## src/rtl/seqgen_pkg.sv

```systemverilog
// Shared types and constants for the sequence generator: FSM state encoding,
// active-low 7-segment codes and the saturation limit of the sequence counter.
package seqgen_pkg;

  typedef enum logic [2:0] {
    IDLE  = 3'd0,
    LEAD0 = 3'd1,
    ONE1  = 3'd2,
    ZEROS = 3'd3,
    ONE2  = 3'd4
  } state_t;

  // Active-low segments, bit order {g,f,e,d,c,b,a}
  localparam logic [6:0] SEG_0   = 7'b1000000;
  localparam logic [6:0] SEG_1   = 7'b1111001;
  localparam logic [6:0] SEG_2   = 7'b0100100;
  localparam logic [6:0] SEG_3   = 7'b0110000;
  localparam logic [6:0] SEG_4   = 7'b0011001;
  localparam logic [6:0] SEG_5   = 7'b0010010;
  localparam logic [6:0] SEG_6   = 7'b0000010;
  localparam logic [6:0] SEG_7   = 7'b1111000;
  localparam logic [6:0] SEG_8   = 7'b0000000;
  localparam logic [6:0] SEG_9   = 7'b0011000;
  localparam logic [6:0] SEG_ERR = 7'b0000111;

  localparam int MAX_COUNT = 99;

endpackage

```

## src/rtl/sequence_generator_seg7.sv

```systemverilog
// seg7_decoder: combinational BCD digit to active-low 7-segment code.
// Values 10..15 show the error glyph.
module seg7_decoder
  import seqgen_pkg::*;
(
  input  logic [3:0] bcd,
  output logic [6:0] seg
);

  // Table lookup of the segment pattern for one digit
  always_comb begin
    seg = SEG_ERR;
    case (bcd)
      4'd0: seg = SEG_0;
      4'd1: seg = SEG_1;
      4'd2: seg = SEG_2;
      4'd3: seg = SEG_3;
      4'd4: seg = SEG_4;
      4'd5: seg = SEG_5;
      4'd6: seg = SEG_6;
      4'd7: seg = SEG_7;
      4'd8: seg = SEG_8;
      4'd9: seg = SEG_9;
      default: seg = SEG_ERR;
    endcase
  end

endmodule

```

## src/rtl/sequence_generator.sv

```systemverilog
// sequence_generator: serial stimulus source emitting 0,1,{N zeros},1 per start
// request, with a saturating sequence counter shown on two 7-segment digits.
// Optional build macro SEQGEN_REPEAT_EN: a start seen in ONE2 chains the next
// sequence directly, without an idle cycle in between.
module sequence_generator
  import seqgen_pkg::*;
#(
  parameter int ZERO_W = 4,
  parameter int CNT_W  = 7
) (
  input  logic              clk,
  input  logic              rst,
  input  logic              ena,
  input  logic              start,
  input  logic [ZERO_W-1:0] num_zeros,
  output logic              sig_out,
  output logic              sig_valid,
  output logic              busy,
  output logic              done,
  output logic [CNT_W-1:0]  count_sent,
  output logic [6:0]        disp0,
  output logic [6:0]        disp1
);

  state_t            state, state_next;
  logic [ZERO_W-1:0] zcnt, zcnt_next;
  logic              sig_next, active_next, done_next;
  logic [3:0]        ones, tens;
  logic [6:0]        seg_ones, seg_tens;

  // Next-state logic plus the values the registered outputs take in that state
  always_comb begin
    state_next = state;
    zcnt_next  = zcnt;
    case (state)
      IDLE: begin
        if (ena && start) begin
          state_next = LEAD0;
          zcnt_next  = num_zeros;
        end
      end
      LEAD0: state_next = ONE1;
      ONE1:  state_next = (zcnt != '0) ? ZEROS : ONE2;
      ZEROS: begin
        zcnt_next = zcnt - ZERO_W'(1);
        if (zcnt == ZERO_W'(1)) state_next = ONE2;
      end
      ONE2: begin
`ifdef SEQGEN_REPEAT_EN
        if (ena && start) begin
          state_next = LEAD0;
          zcnt_next  = num_zeros;
        end else begin
          state_next = IDLE;
        end
`else
        state_next = IDLE;
`endif
      end
      default: state_next = IDLE;
    endcase
    sig_next    = !((state_next == LEAD0) || (state_next == ZEROS));
    active_next = (state_next != IDLE);
    done_next   = (state_next == ONE2);
  end

  // State and registered outputs; ena low freezes state and marks the bit invalid
  always_ff @(posedge clk) begin
    if (rst) begin
      state     <= IDLE;
      zcnt      <= '0;
      sig_out   <= 1'b1;
      sig_valid <= 1'b0;
      busy      <= 1'b0;
      done      <= 1'b0;
    end else if (ena) begin
      state     <= state_next;
      zcnt      <= zcnt_next;
      sig_out   <= sig_next;
      sig_valid <= active_next;
      busy      <= active_next;
      done      <= done_next;
    end else begin
      sig_valid <= 1'b0;
      done      <= 1'b0;
    end
  end

  // Saturating binary count with parallel BCD digits. done only rises on an
  // enabled cycle, so it is counted even if ena drops right after it.
  always_ff @(posedge clk) begin
    if (rst) begin
      count_sent <= '0;
      ones       <= 4'd0;
      tens       <= 4'd0;
    end else if (done && (count_sent != CNT_W'(MAX_COUNT))) begin
      count_sent <= count_sent + CNT_W'(1);
      if (ones == 4'd9) begin
        ones <= 4'd0;
        tens <= tens + 4'd1;
      end else begin
        ones <= ones + 4'd1;
      end
    end
  end

  seg7_decoder u_seg_ones (.bcd(ones), .seg(seg_ones));
  seg7_decoder u_seg_tens (.bcd(tens), .seg(seg_tens));

  // Display registers, one cycle behind the digits, frozen while ena is low
  always_ff @(posedge clk) begin
    if (rst) begin
      disp0 <= SEG_0;
      disp1 <= SEG_0;
    end else if (ena) begin
      disp0 <= seg_ones;
      disp1 <= seg_tens;
    end
  end

endmodule

```

## config.mk

```make
export PLATFORM = sky130hd
export DESIGN_NAME = sequence_generator
export DESIGN_NICKNAME = d
export VERILOG_FILES = /design/src/rtl/seqgen_pkg.sv /design/src/rtl/sequence_generator_seg7.sv /design/src/rtl/sequence_generator.sv
export SDC_FILE = /design/constraint.sdc
export NUM_CORES = 1
export LEC_CHECK = 0
export BUFFER_PORTS_ARGS = -buffer_cell sky130_fd_sc_hd__buf_2
export CAP_MARGIN = 10
export CORE_ASPECT_RATIO = 1.25
export CORE_MARGIN = 2
export CORE_UTILIZATION = 55
export CTS_BUF_LIST = sky130_fd_sc_hd__clkbuf_8 sky130_fd_sc_hd__clkbuf_16
export CTS_CLUSTER_SIZE = 28
export DETAILED_ROUTE_END_ITERATION = 8
export MAX_ROUTING_LAYER = met4
export PLACE_DENSITY = 0.78
export SLEW_MARGIN = 10
export SYNTH_ARGS = -nofsm -noshare
export SYNTH_HDL_FRONTEND = slang
export SYNTH_SLANG_ARGS = --single-unit
```

## constraint.sdc

```tcl
create_clock -name clk -period 2.2 [get_ports clk]
set_clock_uncertainty 0.2 [all_clocks]
set_input_delay 0.33 -clock clk [delete_from_list [all_inputs] [get_ports clk]]
set_output_delay 0.33 -clock clk [all_outputs]
set_load 0.01 [all_outputs]
```

==> flow_metrics.tcl <==
set metrics [dict create \
    status "completed" \
    avgRoutedWirePerCell_um 13.3 \
    timing.final.crit_share 0.922 \
    clk_pin_slew_ns 0.08 \
    netlist_top_cells_count "40 x dfxtp_1, 29 x nor2_1, 28 x a21oi_1" \
    dieArea_mm2 0.00427 \
    hold_class "input port to flip-flop" \
    clk_latency_ns 0.30 \
    diodes 0 \
    cts_num_sinks 40 \
    synth_edf_count 0 \
    synth_seq_cells 40 \
    setup_viol 0 \
    grt_overflow_total 0 \
    synth-main-ff-cell "dfxtp_1" \
    path_class "flip-flop to flip-flop" \
    finalSetupTns_ns 0 \
    via_count 1794 \
    dpl.hpwl_mm 2.96 \
    final_layout_size_suffix_gt1_frac 0.214 \
    grt_pass1_vias 1564 \
    report.final.slew_viol_count 0 \
    synth_top_area_share 0.387 \
    coreArea_mm2 0.00354 \
    cp_max_fo 7 \
    rsz0062_at_grt "false" \
    gp_congestion 0.899 \
    synth_top_area_cell "dfxtp_1" \
    cts_root_buf "clkbuf_8" \
    crit_required_ns 2.23 \
    slowest_stage "or4_2" \
    p_per_area_mw_per_mm2 640 \
    slew_headroom 0.683 \
    synth_most_common_cell "dfxtp_1" \
    synthTopCellsByArea "dfxtp_1 39%, ha_1 7.9%, a21oi_1 6.8%, nor2_1 5.3%, nand2_1 3.4%" \
    fp-row-count 24 \
    ys_types 48 \
    synthCells 247 \
    worst_pin_slew_ns 0.473 \
    netlist_area_mm2 0.00207 \
    die_h_um 72.6 \
    io_pins 33 \
    async_flop_share 0 \
    grt_max_degree 24 \
    dr.pass1.iters 4 \
    cts_setup_buffers 0 \
    drtAntennaViolNets 0 \
    grt_pass1_wl_mm 7.05 \
    portBuffers 32 \
    r2r_slack_ns 0.17 \
    die_w_um 58.9 \
    p_leak_nw 0.981 \
    dp_slack_ns 0.195 \
    ir_drop_v 0.000417 \
    cts_resized 0 \
    path_cells "inv_1 > ha_1 > and2b_2 > nand2_1 > or4_2 > a21oi_1" \
    cts_hold_buf 0 \
    drt_iter0_markers 115 \
    fin_ws_ns 0.172 \
    cp.buffers_inverters 1 \
    nets 300 \
    cts_buffer_depth 2 \
    cp-start-kind "flip-flop" \
    yosys_warnings 0 \
    cp_data_arrival_time_ns 2.06 \
    cts_tree "yes" \
    grt_use_total 0.217 \
    cap_viol_max_count 0 \
    drc_errors 0 \
    syn2layout_area_growth_pct 16.2 \
    start_util 0.584 \
    syn_avg_cell_area_um2 8.37 \
    h-tree-depth 2 \
    fmaxAchievable_mhz 493 \
    slowest_delay_ns 0.62 \
    synth_fp_nets 268 \
    vias_per_cell 5.62 \
    cpLargestDelayFamily "simple AND/OR/NAND/NOR gates" \
    finalWirelength_mm 4.23 \
    cts_buffers 5 \
    end_kind "flip-flop" \
    hold_viol 0 \
    min_period_ns 2.03 \
    ys_seq_area_frac 0.387 \
    antenna_found_initial 0 \
]
-- logic make-up after synthesis --
group           Yosys count  synth area share
flops                    40             0.387
mux                       7            0.0369
compound gates           65             0.202
simple gates             90             0.221
xor+xnor                  5            0.0212
buf+inv                  27            0.0532
fa+ha+maj                13            0.0786
-- state kept, by name (all words and copies together) (netlist names) --
name	count
sig_out	1
disp0	7
tens	4
done	1
disp1	7
state	3
zcnt	4
sig_valid	1
ones	4
count_sent	7
busy	1
-- worst paths after layout --
check | startpoint | end | depth (start not counted)
worst min-delay path | num_zeros[0] | zcnt[0]$_SDFFE_PP0P_ | 3
worst max register to register | ones[1]$_SDFFE_PP0N_ | tens[3]$_SDFFE_PP0P_ | 6
worst min register to register | sig_out$_SDFFE_PP1P_ | sig_out$_SDFFE_PP1P_ | 2
worst max-delay path | ones[1]$_SDFFE_PP0N_ | tens[3]$_SDFFE_PP0P_ | 6
-- metal layers --
layer | global-route usage | vias up | wire, um
li1 | - | 924 | -
met1 | 0.272 | 829 | 2020
met2 | 0.351 | 35 | 2010
met3 | 0.0481 | 6 | 157
met4 | 0.0606 | 0 | 48
met5 | - | - | 0
-- through the flow --
step	cells	area [um^2]	util	hold WS [ns]	total power, W
after CTS	319	2400	0.678	0.149	0.00155
after detailed placement	311	2280	0.642	0.245	0.000894
after global placement	311	2280	0.642	0.236	0.000891
after floorplan	247	2070	-	0.258	0.000856
after global routing	319	2400	0.678	0.192	0.00159
final	319	2400	0.678	0.148	0.00154
-- cell type report --
type | count | area, um^2
sequential | 40 | 801
multi-input combinational | 180 | 1160
clock buffer | 7 | 96.3
fill | 306 | 1140
clock inverter | 1 | 30.0
timing repair buffer | 41 | 228
tap | 39 | 48.8
inverter | 11 | 41.3
-- report_power, final --
group | leakage [nW] | internal [W] | total (W) | switching, W
combinational | 0.591 | 0.0000501 | 0.000119 | 0.0000689
sequential | 0.325 | 0.000742 | 0.000758 | 0.0000158
clock | 0.0645 | 0.000400 | 0.000659 | 0.000259
-- cells in the final DEF, fill, tap and decap left out, drive strengths merged, types with 2 or more instances in the layout --
cell type,n
mux2i,5
o21ai,14
nand2b,3
nor4b,2
inv,11
a311oi,2
nor3,9
mux2,2
buf,41
o31ai,2
ha,13
a21oi,28
nand2,19
nor2,30
clkbuf,7
xor2,3
nor2b,3
nand4,3
nand3,4
o221ai,2
nand3b,2
dfxtp,40
a211oi,5
o21a,2
a211o,3
nor3b,2
or4b,2
xnor2,2
or3,4
and2,3
-- worst reg2reg max path: stages, from the launching register on --
cell and delay, ns:
dfxtp_1 0.37, inv_1 0.13, ha_1 0.15, and2b_2 0.20
nand2_1 0.13, or4_2 0.62, a21oi_1 0.16
Note: power is estimated with default switching activity, not from simulation.
